`src/rtl/wb_downsizer.sv`:
```
// rtl/wb_downsizer.sv - Wishbone wide-to-narrow downsizer, one wide access split into RATIO ascending narrow beats
// Optional feature: define WB_DOWNSIZER_SPARSE_EN to skip write beats whose byte-select slice is all zero.
module wb_downsizer #(
    parameter int WIDE_W   = 128,
    parameter int NARROW_W = 32,
    parameter int ADDR_W   = 16,
    localparam int RATIO   = WIDE_W / NARROW_W,
    localparam int BW      = $clog2(RATIO)
) (
    input  logic                    clk,
    input  logic                    rst,
    input  logic                    s_cyc_i,
    input  logic                    s_stb_i,
    input  logic                    s_we_i,
    input  logic [ADDR_W-1:0]       s_adr_i,
    input  logic [WIDE_W-1:0]       s_dat_i,
    input  logic [WIDE_W/8-1:0]     s_sel_i,
    output logic [WIDE_W-1:0]       s_dat_o,
    output logic                    s_ack_o,
    output logic                    s_err_o,
    output logic                    m_cyc_o,
    output logic                    m_stb_o,
    output logic                    m_we_o,
    output logic [ADDR_W+BW-1:0]    m_adr_o,
    output logic [NARROW_W-1:0]     m_dat_o,
    output logic [NARROW_W/8-1:0]   m_sel_o,
    input  logic [NARROW_W-1:0]     m_dat_i,
    input  logic                    m_ack_i,
    input  logic                    m_err_i,
    input  logic                    m_rty_i
);
    localparam int NSEL = NARROW_W / 8;
    localparam logic [BW-1:0] LAST_BEAT = BW'(RATIO - 1);

    typedef enum logic [1:0] {IDLE, BEAT, RESP} state_t;

    state_t                 state;
    logic [BW-1:0]          beat;
    logic [ADDR_W-1:0]      adr_q;
    logic [WIDE_W-1:0]      dat_q;
    logic [WIDE_W/8-1:0]    sel_q;
    logic                   we_q;
    logic [WIDE_W-1:0]      rbuf;

    logic [BW-1:0]          req_first;
    logic                   req_none;
    logic [BW-1:0]          nxt_beat;
    logic                   nxt_last;
    logic [WIDE_W-1:0]      rbuf_next;

    // Beat sequencing: which beat a new request starts on and where the current burst goes next.
    always_comb begin
        req_first = '0;
        req_none  = 1'b0;
        nxt_beat  = beat + BW'(1);
        nxt_last  = (beat == LAST_BEAT);
`ifdef WB_DOWNSIZER_SPARSE_EN
        if (s_we_i) begin
            req_none = 1'b1;
            for (int i = RATIO - 1; i >= 0; i--) begin
                if (|s_sel_i[i*NSEL +: NSEL]) begin
                    req_first = BW'(i);
                    req_none  = 1'b0;
                end
            end
        end
        if (we_q) begin
            nxt_last = 1'b1;
            for (int i = RATIO - 1; i >= 0; i--) begin
                if (i > int'(beat) && |sel_q[i*NSEL +: NSEL]) begin
                    nxt_beat = BW'(i);
                    nxt_last = 1'b0;
                end
            end
        end
`endif
        rbuf_next = rbuf;
        rbuf_next[beat*NARROW_W +: NARROW_W] = m_dat_i;
    end

    always_ff @(posedge clk or negedge rst) begin
        if (!rst) begin
            state   <= IDLE;
            beat    <= '0;
            adr_q   <= '0;
            dat_q   <= '0;
            sel_q   <= '0;
            we_q    <= 1'b0;
            rbuf    <= '0;
            s_dat_o <= '0;
            s_ack_o <= 1'b0;
            s_err_o <= 1'b0;
            m_cyc_o <= 1'b0;
            m_stb_o <= 1'b0;
            m_we_o  <= 1'b0;
            m_adr_o <= '0;
            m_dat_o <= '0;
            m_sel_o <= '0;
        end else begin
            s_ack_o <= 1'b0;
            s_err_o <= 1'b0;
            case (state)
                IDLE: begin
                    // The cycle carrying s_err_o still sees the failed request on the slave bus.
                    if (s_cyc_i && s_stb_i && !s_err_o) begin
                        adr_q <= s_adr_i;
                        dat_q <= s_dat_i;
                        sel_q <= s_sel_i;
                        we_q  <= s_we_i;
                        beat  <= req_first;
                        if (req_none) begin
                            state   <= RESP;
                            s_ack_o <= 1'b1;
                        end else begin
                            state   <= BEAT;
                            m_cyc_o <= 1'b1;
                            m_stb_o <= 1'b1;
                            m_we_o  <= s_we_i;
                            m_adr_o <= {s_adr_i, req_first};
                            m_dat_o <= s_dat_i[req_first*NARROW_W +: NARROW_W];
                            m_sel_o <= s_sel_i[req_first*NSEL +: NSEL];
                        end
                    end
                end
                BEAT: begin
                    if (!s_cyc_i) begin
                        state   <= IDLE;
                        m_cyc_o <= 1'b0;
                        m_stb_o <= 1'b0;
                        m_we_o  <= 1'b0;
                    end else if (m_err_i) begin
                        state   <= IDLE;
                        s_err_o <= 1'b1;
                        m_cyc_o <= 1'b0;
                        m_stb_o <= 1'b0;
                        m_we_o  <= 1'b0;
                    end else if (m_ack_i) begin
                        if (!we_q) begin
                            rbuf <= rbuf_next;
                        end
                        if (nxt_last) begin
                            state   <= RESP;
                            s_ack_o <= 1'b1;
                            m_cyc_o <= 1'b0;
                            m_stb_o <= 1'b0;
                            m_we_o  <= 1'b0;
                            if (!we_q) begin
                                s_dat_o <= rbuf_next;
                            end
                        end else begin
                            beat    <= nxt_beat;
                            m_adr_o <= {adr_q, nxt_beat};
                            m_dat_o <= dat_q[nxt_beat*NARROW_W +: NARROW_W];
                            m_sel_o <= sel_q[nxt_beat*NSEL +: NSEL];
                        end
                    end
                end
                RESP: begin
                    state <= IDLE;
                end
                default: begin
                    state <= IDLE;
                end
            endcase
        end
    end

endmodule
```
`config.mk`:
```
export PLATFORM = sky130hd
export DESIGN_NAME = wb_downsizer
export DESIGN_NICKNAME = d
export VERILOG_FILES = /design/src/rtl/wb_downsizer.sv
export SDC_FILE = /design/constraint.sdc
export NUM_CORES = 1
export LEC_CHECK = 0
export ABC_AREA = 1
export BUFFER_PORTS_ARGS = -buffer_cell sky130_fd_sc_hd__buf_2
export CORE_MARGIN = 3
export CORE_UTILIZATION = 35
export CTS_CLUSTER_SIZE = 40
export DETAILED_ROUTE_END_ITERATION = 6
export PLACE_DENSITY_LB_ADDON = 0.15
export SYNTH_ARGS = -nofsm -noshare
export SYNTH_HDL_FRONTEND = slang
export SYNTH_SLANG_ARGS = --single-unit
```
`constraint.sdc`:
```
create_clock -name clk -period 2.86 [get_ports clk]
set_input_delay 0 -clock clk [delete_from_list [all_inputs] [get_ports clk]]
set_output_delay 0 -clock clk [all_outputs]
set_load 0.005 [all_outputs]
```
# --- Word-level counts from Yosys, hierarchy flattened ---
# Cells that the tools add are included.
op_classes:
  n_eq_ne: 9
  add_sub_neg: 2
  bitwise: 2
  mux: 47
  reduce_logical: 11
  shift: 4
op_table:
  columns: ["cell", "n"]
  rows:
  - ["2-to-1 mux 32 bit", 5]
  - ["bitwise mux 128 bit", 1]
  - ["variable shift 32 x 34 -> 128 bit (first input constant)", 1]
  - ["indexed part select 128 x 8 -> 32 bit", 1]
  - ["indexed part select 32 x 34 -> 128 bit", 1]
  - ["2-to-1 mux 18 bit", 5]
  - ["one-hot mux 32 bit (2 select lines)", 1]
  - ["one-hot mux 18 bit (2 select lines)", 1]
  - ["negation 7 -> 34 bit", 1]
  - ["2-to-1 mux 2 bit", 10]
  - ["2-to-1 mux 4 bit", 5]
  - ["indexed part select 16 x 5 -> 4 bit", 1]
  - ["2-to-1 mux 1 bit", 14]
  - ["AND reduction 6 bit", 2]
  - ["inequality test 2 bit (second input constant)", 5]
  - ["inequality test 4 bit (second input constant)", 2]
  - ["one-hot mux 2 bit (2 select lines)", 2]
  - ["one-hot mux 4 bit (2 select lines)", 1]
  - ["AND reduction 5 bit", 1]
  - ["one-hot mux 1 bit (2 select lines)", 2]
  - ["AND reduction 4 bit", 1]
  - ["AND reduction 3 bit", 1]
  - ["adder 2 x 1 -> 2 bit (second input constant)", 1]
  - ["== test 2 x 1 -> 1 bit (second input constant)", 1]
  - ["7 further kinds", 9]
totals:
  reg_bits: 479
  input_bits: 200
  out_inout_bits: 187
  elab_cells: 90

# --- Longest topological paths before layout ---
# Gate-level depths: netlist of the first run.
logic_depth:
  word_depth: 7
  depth_mapped: 13
  mapped_depth_nobuf: 8

# --- Worst setup path after synthesis of the first run ---
# Ideal clock, no wire load.
synth_path:
  path_type: "register to register"
  start: "register, netlist name m_adr_o[0]"
  end: "register m_dat_o[24]"
  arrival_ps: 2105
  required_ps: 2743
  slack_ps: 638
  stages_incl_launch_ff: 14
  synth_period_minus_slack_ps: 2222
  setup_time_ps: 117
  path_buffers: 5
  path_cell_list: "dfrtp_1 buf_2 inv_1 buf_2 buf_2 ha_1 inv_1 buf_2 buf_1 nand3_1 nand2_1 nand2_1 nand3_1 nand2_1"
synth_rtl:
  columns: ["element", "line_no", "text"]
  rows:
  - ["end signal, assigned", "120", "m_dat_o <= s_dat_i[req_first*NARROW_W +: NARROW_W];"]
  - ["end signal, assigned", "153", "m_dat_o <= dat_q[nxt_beat*NARROW_W +: NARROW_W];"]
  - ["end, declared", "25", "output logic [NARROW_W-1:0] m_dat_o,"]

# --- Worst setup path after layout of the first run ---
layout_path:
  start: "register state[1]"
  end: "register m_we_o"
layout_between:
  elab_chain_cells: 3
  elab_cells_between_ends: 8
  classes_between: "4 x eq/ne; 1 x mux; 3 x reduce/logical"
layout_lines:
  columns: ["element", "line_no", "text"]
  rows:
  - ["start, declared", "37", "state_t state;"]
  - ["start signal, assigned", "83", "state <= IDLE;"]
  - ["start signal, assigned", "112", "state <= RESP;"]
  - ["start signal, assigned", "115", "state <= BEAT;"]
  - ["== test 2 x 1 -> 1 bit / logical NOT 2 bit (equally long branches)", "102", "case (state)"]
  - ["inequality test 4 bit (no source line), or another cell as far along", null, null]
  - ["AND reduction 4 bit (no source line)", null, null]
  - ["end signal, assigned", "118", "m_we_o <= s_we_i;"]
  - ["end, declared", "23", "output logic m_we_o,"]
# Parallel ways exist; a longest one is shown, timed or not.
# A chain may end at the register's enable or synchronous reset.

==> results of run 1 <==
-- worst reg2reg max path, stage by stage, from the launching register on --
cell           delay, ns
dfrtp_1             0.42
nor2_1              0.10
nand3_4             0.34
clkinv_2            0.58
nand2_1             0.27
nand2_1             0.07
dlygate4sd3_1       0.55
-- cell usage in the layout (no fill, tap or decap), drive strengths merged --
| cell | instances |
|---|---|
| buf | 435 |
| bufinv | 2 |
| clkbuf | 84 |
| clkinv | 5 |
| clkinvlp | 2 |
| dfrtp | 445 |
| diode | 3 |
| dlygate4sd3 | 201 |
| ha | 5 |
| inv | 99 |
| nand2 | 1587 |
| nand3 | 171 |
| nand4 | 2 |
| nor2 | 40 |
| nor3 | 2 |
| nor4 | 2 |
| o21ai | 103 |
| o22ai | 32 |
-- routing by layer --
layer  wire length (µm)  global-route usage [%]  share of wire (%)  vias to the layer above
met4               2720                    9.38                4.0                        2
met3               4380                    4.32                6.5                      146
met2              31700                    37.1                 47                      604
li1                   -                       -                  -                     9204
met1              29100                    29.0                 43                     8941
met5                 13                       0              0.019                        -
-- sequential cells by signal, indices dropped and copies added, names as in the netlist, 2 cells and up --
signal   flops
m_adr_o     18
adr_q       16
m_sel_o      4
sel_q       16
dat_q      128
state        2
m_dat_o     32
rbuf        96
s_dat_o    128
-- how the worst min path moves through the flow --
| stage | end | slack (ns) | cells after the start |
|---|---|---|---|
| finish | s_dat_o[50]$_DFFE_PN0P_ | -0.009 | 2 |
| detailed placement | rbuf[50]$_DFFE_PN0P_ | 0.03 | 1 |
| global route | s_dat_o[50]$_DFFE_PN0P_ | 0.02 | 2 |
| CTS | rbuf[50]$_DFFE_PN0P_ | 0.007 | 2 |
| floorplan | adr_q[0]$_DFFE_PN0P_ | -0.30 | 0 |
| global placement | s_dat_o[50]$_DFFE_PN0P_ | 0.05 | 1 |
-- metrics by stage --
step	hold WS [ns]	total power, mW	util, %	setup WS (ns)	instances
2_1_floorplan	-0.296	9.15	-	0.638	2654
3_3_place_gp	0.0451	10.3	40.3	0.623	3680
3_5_place_dp	0.0348	10.4	40.3	0.590	3680
4_1_cts	0.00721	17.3	46.9	0.348	3973
5_1_grt	0.0219	18.0	46.9	0.168	3974
6_report	-0.00946	17.1	46.9	0.401	3976
-- power breakdown --
| part | switching (mW) | leakage, nW | internal (mW) |
|---|---|---|---|
| sequential | 0.455 | 5.86 | 7.05 |
| clock | 2.67 | 0.829 | 3.95 |
| combinational | 1.82 | 7.89 | 1.13 |
-- cell families (layout without fill, tap and decap cells) --
kind of cell / Yosys count / in the layout
buf+inv: 265 / 828
simple gates: 1804 / 1804
other cells: 0 / 3
compound gates: 135 / 135
fa+ha+maj: 5 / 5
flops: 445 / 445
-- layout make-up --
class,count,area [µm²],area share (%)
well taps,756,946,3.57
repair buffers,636,4460,16.8
inverters,100,377,1.42
clock buffers,84,1590,6.01
clock inverters,8,110,0.416
multi-input cells,1944,7850,29.6
flip-flops and latches,445,11100,42.1
diodes,3,7.51,0.0284
-- what timing repair did --
item                      CTS  global route
hold endpoints to repair  793             0
hold buffers              201             0
resized for setup           0             0
==> out/results.ini, run 1 <==
[setup_path]
crit_path_end_kind=flop
r2r_cells=6
rrSetupSlack_ns=0.40
cp.depth=6
critPathBufInv=2
critical_path_class=flop to flop
slowest_delay_ns=0.58
worst-path-max-fanout=38
crit_start=state[1]$_DFFE_PN0P_
endpoint=m_we_o$_DFFE_PN0P_
start_kind=flop
reg2reg_to=m_we_o$_DFFE_PN0P_
required_ns=3.33
crit-reg2reg-launch=state[1]$_DFFE_PN0P_
crit_path_frequent_cell=nand2_1
cp_top_family=buffers and inverters
cp_slowest_cell=clkinv_2
cp_cell_sequence=nor2_1, nand3_4, clkinv_2, nand2_1, nand2_1, dlygate4sd3_1
worstPathArrival_ns=2.92

[sta]
skew_ns=0.0216
relSlewSlack_pct=21.4
maxSlewViolCount=0
fin_crit_sh_pct=86.0
tightestPinTransition_ns=1.18
setup_viol=0
fin_crit_ns=2.46
finalHoldViolCount=4
finalSetupTns_ns=0
rsz0062_at_grt=no
hold_slack_ns=-0.00946
max_freq_ghz=0.407

[detailed_routing]
drt_first_pass_iters=5
ant_nets=0
drtIter0Drc=1173
wire_per_inst_um=17.1
avgViaCountPerCell=4.75
vias=18900
routed_wl_mm=67.9
drc=0

[power_and_ir_drop]
ir_worst_vdd_v=0.000443
leakagePower_nw=14.6
power_density_nw_per_um2=645

[synth]
mappedNetlistArea_um2=20100
synth-main-ff-cell=dfrtp_1
synth_most_common_cell=nand2_1
synthSimpleGateAreaFrac_pct=35.0
synth_top_family_by_area=simple AND/OR/NAND/NOR gates
avgSynthCellArea_um2=7.56
synth.distinct_cells=21
syn-num-nets=2859
yosysWarningCount=0
synth-xor-area-share_pct=0
synth-edff-count=0
synth_compound_area_share_pct=3.57
synth-seq-cells=445
synthTopCellsByCount=nand2_1, dfrtp_1, nand3_1, o21ai_0, inv_1
yosysSeqAreaShare_pct=55.5
synth_cells=2654
synthArstFlopShare_pct=100
yosysTopAreaCell=dfrtp_1
yosys-top-cells-area=dfrtp_1, nand2_1, nand3_1
synthAdderAreaFrac_pct=0.312
yosys.area.top_type_share_pct=55.5
muxShareOfSynthArea_pct=0

[cells_and_area]
final_cell_area_um2=26500
nNetsFinal=3383
area_delta_synth_final_pct=32.0
fill_cells=5612
drive_above_1_share_pct=16.4

[floorplanning]
start_util_pct=35.5
fp.dieH_um=245
die-area_um2=60200
die_w_um=245
pin_count=387
rows=87
coreArea_um2=56500

[outcome]
violations=negative hold slack
status=finished with violations

[global_routing]
track_usage_pct=22.5
grt_max_degree=181
grt_overflow=0
grt_pass1_wl_mm=107
first_global_vias=19200
antenna_found_initial=2

[clocking]
cts_sinks=445
cts_setup_buffers=0
tritoncts=built
worstSkewPairLatency_ns=0.60
clk_pin_slew_ns=0.06
htreeDepth=2
cts_buffers=51
clockBufferDepth=3
clockRootBuffer=clkbuf_16

[place]
portBuffers=385
placed_cell_area_um2=22800
dp_hpwl_mm=42.7
place_congestion=0.823

[flow_run]
drv_cap=0

[hold_path]
hp-class=primary input to asynchronous set/reset pin

(Power assumes the default switching activity.)
==> run 2, diff against run 1 <==
ABC_AREA = 0   (was 1)
==> run 2 against run 1 <==
  * The flow now finishes without violations
  * Via count down 15%
  * Synthesized cell count down 26%
  * Non-clock buffer count is 3 lower
  * Design area is 4.8% lower
  * Worst hold slack improved by 0.016 ns
  * Combinational power decreased by 8.1%
  * Worst setup slack got worse by 0.15 ns
  * Fmax shrank 5.7%
  * Flip-flop and latch count did not move
  * Critical path depth unchanged
  * Largest cell class unchanged
==> out/results.ini, run 2 <==
[outcome]
status=finished clean

[synth]
yosys.area.top_type_share_pct=58.2  ; +2.7 points
syn-num-nets=2166  ; -24%
synth_cells=1961  ; -26%
avgSynthCellArea_um2=9.76  ; +29%
mappedNetlistArea_um2=19100  ; -4.6%
synth_most_common_cell=nand2_1
yosys-top-cells-area=dfrtp_1, nand2_1, a22o_1
synthArstFlopShare_pct=100  ; unchanged
synthTopCellsByCount=nand2_1, dfrtp_1, clkbuf_1, a21oi_1, o21ai_0
yosysSeqAreaShare_pct=58.2  ; +2.7 points
synth-edff-count=0  ; unchanged
yosysTopAreaCell=dfrtp_1
synth.distinct_cells=36  ; +71%
yosysWarningCount=0  ; unchanged
synth-main-ff-cell=dfrtp_1
synth-seq-cells=445  ; unchanged

[power_and_ir_drop]
pwr-share-comb_pct=16.5  ; -0.8 points
clockPowerShare_pct=37.9  ; -0.9 points
p_sw_mw=4.46  ; -9.9%
ir_worst_vdd_v=0.000403  ; -9.2%
leakagePower_nw=12.4  ; -15%
seqPwrFrac_pct=45.6  ; +1.7 points
power_density_nw_per_um2=655  ; +1.5%
p_int_mw=12.1  ; -0.73%
p_sw_share_pct=27.0  ; -1.9 points

[sta]
tightestPinTransition_ns=1.11  ; -0.0665 ns
max_freq_ghz=0.383  ; -5.7%
finalHoldViolCount=0  ; -4
finalSetupTns_ns=0  ; unchanged
rsz0062_at_grt=no
maxSlewViolCount=0  ; unchanged
fin_crit_ns=2.61  ; +0.150 ns
skew_ns=0.0159  ; -0.00571 ns
setup_viol=0  ; unchanged
relSlewSlack_pct=25.8  ; +4.4 points
fin_crit_sh_pct=91.2  ; +5.2 points

[detailed_routing]
drc=0  ; unchanged
wire_per_inst_um=18.8  ; +10%
vias=16100  ; -15%
routed_wl_mm=59.8  ; -12%
avgViaCountPerCell=5.06  ; +6.5%
drt_first_pass_iters=5  ; unchanged
ant_nets=0  ; unchanged
drtIter0Drc=941  ; -20%

[floorplanning]
die_w_um=240  ; -2.3%
coreArea_um2=53900  ; -4.6%
rows=85  ; -2.3%
fp.dieH_um=240  ; -2.3%
pin_count=387  ; unchanged
die-area_um2=57500  ; -4.5%
start_util_pct=35.5  ; about the same

[setup_path]
worst-path-max-fanout=73  ; +92%
start_kind=flop
required_ns=3.31  ; -0.02 ns
critical_path_class=flop to flop
crit_path_end_kind=flop
worstPathArrival_ns=3.05  ; +0.13 ns

[cells_and_area]
top_regs=dat_q x128, s_dat_o x128, rbuf x96
drive_above_1_share_pct=22.5  ; +6.1 points
area_delta_synth_final_pct=31.7
nNetsFinal=2659  ; -21%
final_cell_area_um2=25200  ; -4.8%
postLayoutCoreUtil_pct=46.7  ; -0.13 points
final_common_cell=nand2_1
final_cell_mix=nand2_1, dfrtp_1, buf_2

[global_routing]
antenna_found_initial=3  ; +1
grt_overflow=0  ; unchanged
track_usage_pct=20.5  ; -2.0 points
grt_pass1_wl_mm=94.0  ; -12%
grt_max_degree=179  ; -1.1%
first_global_vias=16500  ; -14%

[clocking]
htreeDepth=2  ; unchanged
tritoncts=built
worstSkewPairLatency_ns=0.58  ; -0.02 ns
clockRootBuffer=clkbuf_16
cts_setup_buffers=0  ; unchanged
cts_sinks=445  ; unchanged
clk_pin_slew_ns=0.06  ; about the same
clockBufferDepth=3  ; unchanged
cts_buffers=49  ; -3.9%

[place]
place_congestion=0.763  ; -7.3%
placed_cell_area_um2=21600  ; -4.9%
portBuffers=385  ; unchanged
dp_hpwl_mm=37.1  ; -13%

[flow_run]
drv_cap=0  ; unchanged

[hold_path]
hp-class=primary input to asynchronous set/reset pin

[run 2: cell count changes in the layout (fill, tap and decap cells not counted), moves of 36 or more]
cell / change
inv_1: -56
nand3_1: -170
nor3_1: +88
a221oi_1: +68
a21oi_1: +100
a22o_1: +97
nand2_1: -931
mux2i_1: +36
mux2_2: +36
nor2_1: -37
[run 2: routing by layer]
metal  up-vias  track usage (%)  share of wire [%]
li1       7657                -                  -
met1      7918             27.7                 45
met2       455             33.3                 47
met3        90             4.61                6.0
met4         0             5.57                2.1
met5         -                0                  0
[run 2: final timing paths]
| path | start | end | slack, ns | cells after the start |
|---|---|---|---|---|
| max | m_adr_o[0]$_DFFE_PN0P_ | m_dat_o[2]$_DFFE_PN0P_ | 0.25 | 6 |
| min | rst | s_dat_o[125]$_DFFE_PN0P_ | 0.006 | 2 |
| max reg2reg | m_adr_o[0]$_DFFE_PN0P_ | m_dat_o[2]$_DFFE_PN0P_ | 0.25 | 6 |
| min reg2reg | sel_q[7]$_DFFE_PN0P_ | sel_q[7]$_DFFE_PN0P_ | 0.47 | 2 |
| max in group asynchronous | rst | dat_q[46]$_DFFE_PN0P_ | 1.89 | 3 |
| min in group clk | s_dat_i[51] | dat_q[51]$_DFFE_PN0P_ | 0.14 | 4 |
[run 2: power groups by stage]
stage	registers [mW]	logic [mW]	clock network, mW
6_report	7.54	2.72	6.25
3_5_place_dp	7.63	2.55	0
4_1_cts	7.54	2.77	6.45
5_1_grt	7.63	3.06	6.68
2_1_floorplan	7.54	1.53	0
3_3_place_gp	7.62	2.50	0
[run 2: worst max-delay path, stage by stage (launching register included)]
cell,delay [ns]
dfrtp_2,0.47
inv_1,0.22
ha_4,0.43
buf_12,0.34
mux2_2,0.41
a221oi_1,0.29
a21oi_1,0.11
[run 2: cells by family (layout without fill, tap and decap cells)]
| family | count (synthesis) | count (layout) | synth area share [%] |
|---|---|---|---|
| compound gates | 413 | 413 | 14.8 |
| fa+ha+maj | 5 | 5 | 0.327 |
| buf+inv | 228 | 754 | 5.43 |
| flops | 445 | 445 | 58.2 |
| mux | 72 | 72 | 4.00 |
| other cells | 0 | 3 | 0 |
| simple gates | 798 | 798 | 17.2 |
[run 2: area by class of cell]
cell class,instances,area (µm²)
fill,5108,28700
inverter,37,139
antenna,3,7.51
tap,696,871
multi-input combinational,1288,7030
timing repair buffer,633,4440
sequential,445,11100
clock inverter,12,120
clock buffer,72,1460
[run 2: timing repair]
item | 4_1_cts | 5_1_grt
hold buffers | 198 | 0
resized for setup | 0 | 0
endpoints found under the hold margin | 850 | 0
[run 2: metrics by stage]
stage	worst slack [ns]	hold slack [ns]	power, mW	std cells
CTS	0.252	0.000662	16.8	3183
finish	0.251	0.00629	16.5	3186
global route	0.0883	0.0273	17.4	3186
floorplan	0.608	-0.296	9.08	1961
global placement	0.355	0.0317	10.1	2901
detailed placement	0.294	0.0372	10.2	2901
